--- src/rtl/fetch_sequencer_if.sv ---
// Fetch sequencer bus bundle: start/redirect control, instruction-memory port and decode-side IR handshake.
interface fetch_sequencer_if #(
  parameter int ADDR_W = 8
);
  logic              start;
  logic              mem_req;
  logic [ADDR_W-1:0] mem_addr;
  logic              mem_gnt;
  logic              mem_rvalid;
  logic [31:0]       mem_rdata;
  logic [31:0]       ir;
  logic              ir_valid;
  logic              ir_ready;
  logic [ADDR_W-1:0] ir_pc;
  logic              br_valid;
  logic [ADDR_W-1:0] br_target;
  logic              halted;

  modport master (
    input  start, mem_gnt, mem_rvalid, mem_rdata, ir_ready, br_valid, br_target,
    output mem_req, mem_addr, ir, ir_valid, ir_pc, halted
  );

  modport slave (
    output start, mem_gnt, mem_rvalid, mem_rdata, ir_ready, br_valid, br_target,
    input  mem_req, mem_addr, ir, ir_valid, ir_pc, halted
  );
endinterface

--- src/rtl/fetch_sequencer.sv ---
// Single-outstanding instruction fetch FSM with redirect and halt-word detection.
// Define FETCH_SEQUENCER_PERF_EN to add fetch/stall performance counters.
module fetch_sequencer #(
  parameter int                ADDR_W    = 8,
  parameter logic [ADDR_W-1:0] RESET_PC  = '0,
  parameter logic [31:0]       HALT_WORD = 32'hFFFF_FFFF
) (
  input  logic                clk,
  input  logic                reset,
  fetch_sequencer_if.master   bus
`ifdef FETCH_SEQUENCER_PERF_EN
  ,
  output logic [31:0]         perf_fetch_cnt,
  output logic [31:0]         perf_stall_cnt
`endif
);

  typedef enum logic [2:0] {S_IDLE, S_REQ, S_WAIT, S_HOLD, S_HALT} state_t;

  state_t            state_reg, state_next;
  logic [ADDR_W-1:0] pc_reg, pc_next;
  logic [ADDR_W-1:0] fetch_addr_reg, fetch_addr_next;
  logic [31:0]       ir_reg, ir_next;
  logic [ADDR_W-1:0] ir_pc_reg, ir_pc_next;
  logic              drop_reg, drop_next;
  logic              issue;
  logic              accepted;

  // While a discarded response is still in flight, REQ must not issue a second request.
  assign issue    = (state_reg == S_REQ) && !drop_reg;
  assign accepted = issue && bus.mem_gnt;

  always_ff @(posedge clk or posedge reset) begin
    if (reset) begin
      state_reg      <= S_IDLE;
      pc_reg         <= RESET_PC;
      fetch_addr_reg <= '0;
      ir_reg         <= 32'h0;
      ir_pc_reg      <= '0;
      drop_reg       <= 1'b0;
    end else begin
      state_reg      <= state_next;
      pc_reg         <= pc_next;
      fetch_addr_reg <= fetch_addr_next;
      ir_reg         <= ir_next;
      ir_pc_reg      <= ir_pc_next;
      drop_reg       <= drop_next;
    end
  end

  always_comb begin
    state_next      = state_reg;
    pc_next         = pc_reg;
    fetch_addr_next = fetch_addr_reg;
    ir_next         = ir_reg;
    ir_pc_next      = ir_pc_reg;
    drop_next       = drop_reg;
    case (state_reg)
      S_IDLE: begin
        if (bus.br_valid) pc_next = bus.br_target;
        if (bus.start) state_next = S_REQ;
      end
      S_REQ: begin
        if (drop_reg && bus.mem_rvalid) drop_next = 1'b0;
        if (bus.br_valid) begin
          pc_next = bus.br_target;
          // A grant coinciding with a redirect still returns data; mark it for discard.
          if (accepted) drop_next = 1'b1;
        end else if (accepted) begin
          pc_next         = ADDR_W'(pc_reg + 1'b1);
          fetch_addr_next = pc_reg;
          state_next      = S_WAIT;
        end
      end
      S_WAIT: begin
        if (bus.br_valid) pc_next = bus.br_target;
        if (bus.mem_rvalid) begin
          drop_next = 1'b0;
          if (bus.br_valid || drop_reg) begin
            state_next = S_REQ;
          end else begin
            ir_next    = bus.mem_rdata;
            ir_pc_next = fetch_addr_reg;
            state_next = S_HOLD;
          end
        end else if (bus.br_valid) begin
          drop_next = 1'b1;
        end
      end
      S_HOLD: begin
        if (bus.br_valid) begin
          pc_next    = bus.br_target;
          state_next = S_REQ;
        end else if (bus.ir_ready) begin
          state_next = (ir_reg == HALT_WORD) ? S_HALT : S_REQ;
        end
      end
      S_HALT: state_next = S_HALT;
      default: state_next = S_IDLE;
    endcase
  end

  always_comb begin
    bus.mem_req  = issue;
    bus.mem_addr = pc_reg;
    bus.ir       = ir_reg;
    bus.ir_pc    = ir_pc_reg;
    bus.ir_valid = (state_reg == S_HOLD);
    bus.halted   = (state_reg == S_HALT);
  end

`ifdef FETCH_SEQUENCER_PERF_EN
  logic [31:0] fetch_cnt_reg, stall_cnt_reg;

  always_ff @(posedge clk or posedge reset) begin
    if (reset) begin
      fetch_cnt_reg <= 32'h0;
      stall_cnt_reg <= 32'h0;
    end else if (state_reg == S_HOLD) begin
      if (bus.ir_ready) fetch_cnt_reg <= fetch_cnt_reg + 32'd1;
      else              stall_cnt_reg <= stall_cnt_reg + 32'd1;
    end
  end

  assign perf_fetch_cnt = fetch_cnt_reg;
  assign perf_stall_cnt = stall_cnt_reg;
`endif

endmodule

--- src/flat_wrapper.sv ---
// flat-port wrapper written by rule: the top's interface ports become plain ports
module fetch_sequencer_flat 
#(
  parameter int                ADDR_W    = 8,
  parameter logic [ADDR_W-1:0] RESET_PC  = '0,
  parameter logic [31:0]       HALT_WORD = 32'hFFFF_FFFF
)
  (clk, reset, bus_start, bus_mem_gnt, bus_mem_rvalid, bus_mem_rdata, bus_ir_ready, bus_br_valid, bus_br_target, bus_mem_req, bus_mem_addr, bus_ir, bus_ir_valid, bus_ir_pc, bus_halted);
  fetch_sequencer_if #(.ADDR_W(ADDR_W)) bus_i ();
  input  logic clk;
  input  logic reset;
  input wire logic [$bits(bus_i.start)-1:0] bus_start;
  input wire logic [$bits(bus_i.mem_gnt)-1:0] bus_mem_gnt;
  input wire logic [$bits(bus_i.mem_rvalid)-1:0] bus_mem_rvalid;
  input wire logic [$bits(bus_i.mem_rdata)-1:0] bus_mem_rdata;
  input wire logic [$bits(bus_i.ir_ready)-1:0] bus_ir_ready;
  input wire logic [$bits(bus_i.br_valid)-1:0] bus_br_valid;
  input wire logic [$bits(bus_i.br_target)-1:0] bus_br_target;
  output wire logic [$bits(bus_i.mem_req)-1:0] bus_mem_req;
  output wire logic [$bits(bus_i.mem_addr)-1:0] bus_mem_addr;
  output wire logic [$bits(bus_i.ir)-1:0] bus_ir;
  output wire logic [$bits(bus_i.ir_valid)-1:0] bus_ir_valid;
  output wire logic [$bits(bus_i.ir_pc)-1:0] bus_ir_pc;
  output wire logic [$bits(bus_i.halted)-1:0] bus_halted;
  assign bus_i.start = bus_start;
  assign bus_i.mem_gnt = bus_mem_gnt;
  assign bus_i.mem_rvalid = bus_mem_rvalid;
  assign bus_i.mem_rdata = bus_mem_rdata;
  assign bus_i.ir_ready = bus_ir_ready;
  assign bus_i.br_valid = bus_br_valid;
  assign bus_i.br_target = bus_br_target;
  assign bus_mem_req = bus_i.mem_req;
  assign bus_mem_addr = bus_i.mem_addr;
  assign bus_ir = bus_i.ir;
  assign bus_ir_valid = bus_i.ir_valid;
  assign bus_ir_pc = bus_i.ir_pc;
  assign bus_halted = bus_i.halted;
  fetch_sequencer #(.ADDR_W(ADDR_W), .RESET_PC(RESET_PC), .HALT_WORD(HALT_WORD)) u_core (.clk(clk), .reset(reset), .bus(bus_i));
endmodule
--- config.mk ---
export PLATFORM = sky130hd
export DESIGN_NAME = fetch_sequencer_flat
export DESIGN_NICKNAME = d
export VERILOG_FILES = /design/src/rtl/fetch_sequencer_if.sv /design/src/rtl/fetch_sequencer.sv /design/src/flat_wrapper.sv
export SDC_FILE = /design/constraint.sdc
export NUM_CORES = 1
export LEC_CHECK = 0
export CAP_MARGIN = 20
export CORE_ASPECT_RATIO = 1.1
export CORE_MARGIN = 2
export CORE_UTILIZATION = 40
export CTS_BUF_LIST = sky130_fd_sc_hd__clkbuf_4
export DETAILED_ROUTE_END_ITERATION = 7
export DONT_BUFFER_PORTS = 1
export PLACE_DENSITY = 0.64
export SETUP_SLACK_MARGIN = 0.2
export SLEW_MARGIN = 15
export SYNTH_ARGS = -nofsm -noshare
export SYNTH_HDL_FRONTEND = slang
export SYNTH_SLANG_ARGS = --single-unit
--- constraint.sdc ---
create_clock -name clk -period 6.3 [get_ports clk]
set_clock_uncertainty 0.2 [all_clocks]
set_input_delay 1.575 -clock clk [delete_from_list [all_inputs] [get_ports clk]]
set_output_delay 1.575 -clock clk [all_outputs]
set_load 0.03 [all_outputs]
==> metrics <==
status finished, final reports clean; maximum VDD drop 0.2294 mV; Area Overhead vs Synth 6.576%; most used flip-flop cell after synthesis dfrtp_1; setup TNS 0 ns; Post-synth ARST share 100.0%; Die H 92.30 um; setup violators final 0; Final Power 1471 uW; average size of a mapped cell 13.90 um^2; RSZ-0062 raised after global routing no; dpl hpwl 4137 um; DR iter-0 viols 58; sequential cell area 1501 um^2; post-synthesis instance area 2835 um^2; placed instance count 284; worst endpoint required time 4.53 ns; pwr dens 486.7 nW/um^2; Worst EP arrival 1.78 ns; top-area cell type share of the netlist area 52.96%; hold_buf cts 0; area leader, netlist dfrtp_1; root buffer cell clkbuf_4; Startpoint Class flip-flop; crit share post-route 56.48%; initial antenna violation count 0; slowest CP cell nor3_1; most common cell after layout, fill and taps aside dfrtp_1; Post-synth EDFFs 0; DIE AREA 7778 um^2; Hold Crit Class reg2reg; Clk Latency, worst-skew pair 0.38 ns; Synth Net Count 252; Slew @ Worst Pin 0.9995 ns; total of max-cap violations 0; Seq/Total Area, Yosys 52.96%; max-slew violations 0; Worst Setup Slack, final 2.742 ns; CTS Buf Count 9; worst path bufs/invs 0; Crit. End Element primary output; Post-DRT Antenna Nets 0; share of cells above drive strength 1 33.95%; max reg flops 32; Setup Fix Bufs, Post-CTS 0; all-layer global routing usage 15.85%; gr ovfl total 0; clock sinks 60; 1st-pass router iterations 4; Final GP Congestion 0.7733; GR Layer Usage met3 7.308%; Clock Path Buffers 2; H-tree Lvls 3; Core ar. 6927 um^2; crit-path max FO 10; Largest delay share family, worst path simple AND/OR/NAND/NOR gates; minimum clock period 3.558 ns; commonest cells after routing, fill and taps aside dfrtp_1 (60), mux2_4 (40), nand2_1 (10), clkbuf_4 (10), mux2_2 (9); Max transition margin 32.85%; vias in the first global route 1761; Ports 98; Multi-input gate area 1250 um^2; GRT met2 Usage 23.61%; final net count 258; antenna diode count 0; Cell variety after synth 40; std cell rows 32; met1 GRT Util 20.29%; Starting Density 40.93%; CP cell instances nor3_1; DIE WIDTH 84.27 um; fmax 281.0 MHz; drt via density 5.483; Vias 1645; Area contributors post-synth dfrtp_1 (53%), mux2_4 (21%), mux2_2 (3.6%), mux2i_1 (1.8%), buf_6 (1.6%); Layout fillers 638; first-pass GRT wire length 9597 um; Fin. Hold Viols 0; final WL 5760 um; IO Port Bufs 0; Pleak 0.001466 uW; CP peak stage delay 0.87 ns; most crowded layer after global routing met2; Post-Layout Cell Count 300; pre-CTS WS 2.793 ns; post-route DRC violation count 0; Post-Syn Instances 204; Yosys reg bits 60; Ys Warns 0; PostCTS Resize Cnt 0; CTS tree done; Reg clk slew, reported paths 0.10 ns; largest net degree at the start of global routing 61; WS Path Type reg2out; routed len/inst 19.20 um
## final timing paths
path	start	to	slack [ns]	depth (start not counted)
setup reg to reg	u_core.state_reg[1]	u_core.bus.ir[20]	3.80	4
setup / recovery	u_core.state_reg[0]	bus_halted	2.74	1
min in group asynchronous	reset	u_core.bus.ir_pc[1]	1.07	2
hold reg to reg	u_core.fetch_addr_reg[7]	u_core.bus.ir_pc[7]	0.31	1
max in group asynchronous	reset	u_core.bus.ir[28]	4.33	2
hold / removal	u_core.fetch_addr_reg[7]	u_core.bus.ir_pc[7]	0.31	1
## metrics by stage
step / hold WS, ns / util, % / instance area, um^2
after floorplan: 0.2762 / - / 2835
after global placement: 0.2858 / 41.74 / 2892
after detailed placement: 0.2925 / 41.74 / 2892
after CTS: 0.3116 / 43.62 / 3022
after global routing: 0.3288 / 43.62 / 3022
final: 0.3127 / 43.62 / 3022
## cells by family after synthesis
kind of cell             synth area share (%)
adder cells (fa/ha/maj)                0.4412
AO/OA/AOI/OAI                           7.369
multiplexers                            26.52
AND/OR/NAND/NOR                         9.753
flip-flops                              52.96
buffers and inverters                   2.956
## layout make-up
cell class / count / area share (%)
timing repair buffer: 2 / 0.4969
clock inverter: 6 / 1.822
sequential: 60 / 49.69
multi-input combinational: 132 / 41.37
inverter: 5 / 0.6211
clock buffer: 10 / 2.484
tap: 85 / 3.520
## cell usage after synthesis, types with 4 or more instances
library cell	n
a21oi_1	7
buf_6	4
dfrtp_1	60
inv_1	4
mux2_2	9
mux2_4	40
mux2i_1	5
nand2_1	10
nand3_1	4
nand4_1	7
nor2_1	6
o21ai_0	7
## power by group
group / internal, uW / switching, uW
logic: 208 / 135
registers: 516 / 354
clock network: 122 / 136
## per-layer routing
metal / share of wire, % / vias up
met1: 44 / 807
met5: 0 / -
met4: 0.45 / 0
li1: - / 758
met3: 9.2 / 2
met2: 47 / 78
Note: power is estimated with default switching activity, not from simulation.
